--- config.mk ---
export PLATFORM = sky130hd
export DESIGN_NAME = mod5_rr_sched
export DESIGN_NICKNAME = d
export VERILOG_FILES = /design/src/rtl/mod5_sched_pkg.sv /design/src/rtl/mod5_ptr.sv /design/src/rtl/mod5_rr_sched.sv
export SDC_FILE = /design/constraint.sdc
export NUM_CORES = 1
export LEC_CHECK = 0
export CAP_MARGIN = 20
export CORE_ASPECT_RATIO = 2
export CORE_UTILIZATION = 50
export CTS_BUF_LIST = sky130_fd_sc_hd__clkbuf_4 sky130_fd_sc_hd__clkbuf_8 sky130_fd_sc_hd__clkbuf_16
export DETAILED_ROUTE_END_ITERATION = 8
export PLACE_DENSITY = 0.74
export SETUP_SLACK_MARGIN = 0.3
export SLEW_MARGIN = 20
export SYNTH_ARGS = -nofsm -noshare
export SYNTH_HDL_FRONTEND = slang
export SYNTH_SLANG_ARGS = --single-unit
--- constraint.sdc ---
create_clock -name clk -period 4.26 [get_ports clk]
set_input_delay 1.278 -clock clk [delete_from_list [all_inputs] [get_ports clk]]
set_output_delay 1.278 -clock clk [all_outputs]
set_load 0.01 [all_outputs]
--- src/rtl/mod5_sched_pkg.sv ---
// Shared types and helpers for the mod-5 round-robin scheduler.
package mod5_sched_pkg;

    localparam int NREQ   = 5;
    localparam int SLOT_W = 3;

    typedef enum logic [1:0] {
        IDLE    = 2'd0,
        GRANT   = 2'd1,
        RELEASE = 2'd2
    } state_t;

    // Successor of a mod-5 pointer; out-of-range values collapse to 0.
    function automatic logic [SLOT_W-1:0] mod5_inc(input logic [SLOT_W-1:0] v);
        case (v)
            3'd0:    mod5_inc = 3'd1;
            3'd1:    mod5_inc = 3'd2;
            3'd2:    mod5_inc = 3'd3;
            3'd3:    mod5_inc = 3'd4;
            default: mod5_inc = 3'd0;
        endcase
    endfunction

endpackage

--- src/rtl/mod5_ptr.sv ---
// Mod-5 priority pointer: loads winner+1 (mod 5) on grant, scrubs illegal codes to 0.
module mod5_ptr
    import mod5_sched_pkg::*;
(
    input  logic              clk,
    input  logic              rst,
    input  logic              load,
    input  logic [SLOT_W-1:0] winner,
    output logic [SLOT_W-1:0] slot
);

    always_ff @(posedge clk or posedge rst) begin
        if (rst)
            slot <= '0;
        else if (load)
            slot <= mod5_inc(winner);
        else if (slot > 3'd4)
            slot <= '0;
    end

endmodule

--- src/rtl/mod5_rr_sched.sv ---
// Five-way round-robin scheduler with held one-hot grant.
// Optional forced release after HOLD_MAX grant cycles via MOD5_RR_SCHED_TIMEOUT_EN.
module mod5_rr_sched
    import mod5_sched_pkg::*;
#(
    parameter int HOLD_MAX = 8
) (
    input  logic              clk,
    input  logic              rst,
    input  logic [NREQ-1:0]   req,
    input  logic [NREQ-1:0]   done,
    output logic [NREQ-1:0]   gnt,
    output logic [SLOT_W-1:0] slot,
    output logic              busy,
    output logic              timeout
);

    if (HOLD_MAX < 1 || HOLD_MAX > 255) begin : g_bad_hold
        $error("mod5_rr_sched: HOLD_MAX must be 1..255");
    end

    state_t            state;
    logic [SLOT_W-1:0] win;
    logic [SLOT_W-1:0] start;
    logic [SLOT_W-1:0] scan_w;
    logic              scan_hit;
    logic [3:0]        idx;
    logic              load;
    logic              rel;
    logic              limit;

    // Scan from the pointer, wrapping mod 5; first set request wins.
    always_comb begin
        start    = (slot > 3'd4) ? '0 : slot;
        scan_hit = 1'b0;
        scan_w   = '0;
        idx      = '0;
        for (int k = 0; k < NREQ; k++) begin
            idx = {1'b0, start} + 4'(k);
            if (idx >= 4'd5)
                idx = idx - 4'd5;
            if (!scan_hit && req[idx[2:0]]) begin
                scan_hit = 1'b1;
                scan_w   = idx[2:0];
            end
        end
    end

    assign load = (state == IDLE) && scan_hit;
    assign rel  = done[win] || !req[win];

    mod5_ptr u_ptr (
        .clk    (clk),
        .rst    (rst),
        .load   (load),
        .winner (scan_w),
        .slot   (slot)
    );

`ifdef MOD5_RR_SCHED_TIMEOUT_EN
    localparam int CNT_W = $clog2(HOLD_MAX + 1);

    logic [CNT_W-1:0] hold;
    logic [CNT_W-1:0] hold_nxt;

    // hold_nxt counts the current GRANT cycle, so gnt stays up exactly HOLD_MAX cycles.
    assign hold_nxt = hold + CNT_W'(1);
    assign limit    = (hold_nxt == CNT_W'(HOLD_MAX));

    always_ff @(posedge clk or posedge rst) begin
        if (rst)
            hold <= '0;
        else if (load)
            hold <= '0;
        else if (state == GRANT)
            hold <= hold_nxt;
    end
`else
    assign limit = 1'b0;
`endif

    always_ff @(posedge clk or posedge rst) begin
        if (rst) begin
            state   <= IDLE;
            gnt     <= '0;
            busy    <= 1'b0;
            timeout <= 1'b0;
            win     <= '0;
        end else begin
            timeout <= 1'b0;
            case (state)
                IDLE: begin
                    if (scan_hit) begin
                        gnt   <= NREQ'(1) << scan_w;
                        busy  <= 1'b1;
                        win   <= scan_w;
                        state <= GRANT;
                    end
                end
                GRANT: begin
                    // done/req-drop outranks the hold limit
                    if (rel || limit) begin
                        gnt     <= '0;
                        busy    <= 1'b0;
                        timeout <= !rel;
                        state   <= RELEASE;
                    end
                end
                RELEASE: state <= IDLE;
                default: begin
                    gnt   <= '0;
                    busy  <= 1'b0;
                    state <= IDLE;
                end
            endcase
        end
    end

endmodule

==> results of run 1 <==
==> flip-flops by register name, summed over array words and instances, names as in the netlist <==
| signal | count |
|---|---|
| state | 2 |
| win | 3 |
| gnt | 5 |
| busy | 1 |
| u_ptr.slot | 3 |
==> power groups by stage <==
stage	clock network (W)	registers, W	logic [W]
finish	0.000102	0.000251	0.00144
global route	0.000111	0.000259	0.00157
CTS	0.000105	0.000251	0.00142
detailed placement	0	0.000252	0.00140
global placement	0	0.000251	0.00137
floorplan	0	0.000245	0.00108
==> worst min path at each step <==
| stage | from | slack, ns | cells after the start | to |
|---|---|---|---|---|
| finish | busy$_DFFE_PP0P_ | 0.48 | 2 | busy$_DFFE_PP0P_ |
| global placement | busy$_DFFE_PP0P_ | 0.46 | 2 | busy$_DFFE_PP0P_ |
| global route | busy$_DFFE_PP0P_ | 0.49 | 2 | busy$_DFFE_PP0P_ |
| detailed placement | busy$_DFFE_PP0P_ | 0.47 | 2 | busy$_DFFE_PP0P_ |
| floorplan | win[2]$_DFFE_PP0P_ | 0.50 | 1 | win[2]$_DFFE_PP0P_ |
| CTS | busy$_DFFE_PP0P_ | 0.49 | 2 | busy$_DFFE_PP0P_ |
==> logic make-up (layout without fill, tap and decap cells) <==
logic type	count (synthesis)	in the layout	share of synthesized area
AND/OR/NAND/NOR	74	74	0.2855
buffers and inverters	21	40	0.06019
adder cells (fa/ha/maj)	8	8	0.06173
XOR/XNOR	5	5	0.03164
other	1	1	0.002313
multiplexers	9	9	0.05556
flip-flops	14	14	0.2161
AO/OA/AOI/OAI	62	62	0.2870
==> per-stage QoR <==
stage	utilization	std cells	power [W]
2_1_floorplan	-	194	0.001328
3_3_place_gp	0.6105	238	0.001623
3_5_place_dp	0.6105	238	0.001656
4_1_cts	0.6242	241	0.001771
5_1_grt	0.6354	243	0.001939
6_report	0.6354	243	0.001792
==> synth_stat cells (3+ instances only) <==
| cell | n | area, um2 |
|---|---|---|
| nand2_1 | 19 | 71.32 |
| dfrtp_1 | 14 | 350.3 |
| a21oi_1 | 11 | 55.05 |
| nor2_1 | 10 | 37.54 |
| o21ai_0 | 10 | 50.05 |
| mux2i_1 | 9 | 90.09 |
| ha_1 | 8 | 100.1 |
| inv_1 | 7 | 26.28 |
| and3b_1 | 4 | 35.03 |
| buf_2 | 4 | 20.02 |
| nor3b_1 | 4 | 30.03 |
| o21ai_1 | 4 | 20.02 |
| buf_4 | 3 | 22.52 |
| clkbuf_1 | 3 | 11.26 |
| nand3b_1 | 3 | 22.52 |
| nor2b_1 | 3 | 18.77 |
| nor4b_1 | 3 | 26.28 |
| o211ai_1 | 3 | 22.52 |
| o22ai_1 | 3 | 18.77 |
==> cell type report <==
cell class	instances	area (um2)
Multi-Input combinational cell	159	1180
Fill cell	274	1099
Sequential cell	14	350.3
Timing Repair Buffer	27	265.3
Clock buffer	3	41.29
Inverter	10	40.04
Tap cell	30	37.54
==> routing by layer <==
layer,share of wire,GRT usage,wire [um]
met1,0.37,0.2591,1669
met2,0.55,0.5077,2481
met3,0.026,0.02174,117
met4,0.058,0.2094,263
met5,0,0,0
==> timing repair <==
action / 4_1_cts / 5_1_grt
endpoints found under the setup margin: 0 / 9
endpoints found under the hold margin: 0 / 0
buffers inserted: 0 / 2
resized for setup: 0 / 1
==> worst min-delay path: cells and delay by family, from the launching register on <==
family           cells  cell delay, ns
flip-flops           1            0.34
AND/OR/NAND/NOR      2            0.11
==> out/results.ini, run 1 <==
[final_layout]
final_common_cell=clkdlybuf4s50_1
area_growth_pct=18.06
diodes=0
num-nets-final=235
mostFrequentLayoutCells=clkdlybuf4s50_1, nand2_1, dfrtp_1
final_area_mm2=0.001914
drive_gt1_frac=0.1362

[cts]
cts_max_path_buffers=2
cts-root-buf=clkbuf_8
cts.sinks=14
holdBufCountCts=0
numCtsBuffers=3
clock_latency_ns=0.24
htreeDepth=1
cts_tree=built
cts.reportedPaths.clkPinSlew_ns=0.05

[worst_setup_path]
cp_num_cells=12
r2r_start=u_ptr.slot[2]$_DFF_PP0_
endpoint=u_ptr.slot[1]$_DFF_PP0_
cpPeakStageDelay_ns=0.58
critPathSlowestCell=or4b_1
setup.worst_path.start_class=flop
worstPathArrival_ns=3.93
ff2ff_path_depth=12
cpMostUsedCell=mux2i_1
startpoint=u_ptr.slot[2]$_DFF_PP0_
cp_top_family=simple AND/OR/NAND/NOR gates
r2r_slack_ns=0.45
path_buf_inv=1
crit_required_ns=4.38
cp-end-kind=flop
path_class=flop to flop
crit_fanout=8
path_cells=nor2b_2 > inv_2 > ha_1 > or4b_1 > o211a_1 > mux2i_1 > nor4_2 > nor3b_2 > nand3b_1 > and3b_1 > xor2_1 > mux2i_1
rr_endpoint=u_ptr.slot[1]$_DFF_PP0_

[flow_run]
maxCapViolCount=0

[floorplanning]
rows=28
core_area_mm2=0.003013
chipWidth_um=42.27
ios=22
fp.dieArea_mm2=0.003489
initial_utilization=0.5382
fp.dieH_um=82.54

[power_and_ir_drop]
p_leak_nw=0.7800
ir_worst_vdd_mv=0.6946
pwr-share-seq=0.140
power_switching_w=0.0009232
pwr-share-clk=0.057
swShare=0.5153
intPower_w=0.0008685
p_comb_frac=0.803
power_density_mw_per_mm2=935.9

[logic_synthesis]
synthesis.nets=214
yosysWarnings=0
synth_edf_count=0
yosysSeqAreaShare=0.2160
postSynthAreaPerCell_um2=8.359
synth_top_flop_cell=dfrtp_1
synth_cell_types=70
syn_inst=194
synth_seq_cells=14
async_reset_ff_frac=1.000
syn_area_mm2=0.001622

[sta]
report.final.slew_viol_count=0
setup_ws_ns=0.4484
setup_viol=0
holdWs_ns=0.4820
fin_crit_ns=3.812
tns_ns=0
rsz0062_at_grt=yes
max_freq_mhz=262.4
relSlewSlack=0.6542
min_period_over_period=0.8947
worstMarginPinSlew_ns=0.5181
finClkSkew_ns=0.004027
final_hold_viol_count=0

[place]
place_area_mm2=0.001839
place.gp.congestion=0.9812
io_buffers=20
dp_hpwl_um=3535
pre_cts_slack_ns=0.4396

[detailed_routing]
drtPass1Iterations=5
wl_per_cell_um=18.65
drtAntennaViolNets=0
drt-initial-drc-count=41
vias=1638
viasPerCell=6.741
drc_errors=0
routed_wl_um=4531

[grt]
grt_pass1_vias=1638
antenna_found_initial=0
grt_pass1_wl_um=7217
grt.total_usage=0.2685
overflow=0
grt_max_degree=15

[outcome]
outcome=complete, no violations

[worst_hold_path]
hp-class=flop to flop

No activity file was read; power rests on OpenSTA's default activity.
==> run 2, diff against run 1 <==
Settings changed: CAP_MARGIN 20 to 10, CTS_CLUSTER_SIZE set to 14, SKIP_LAST_GASP set to 1.
==> results of run 2 <==
Final layout, timing and power as in run 1 (identical DEF).
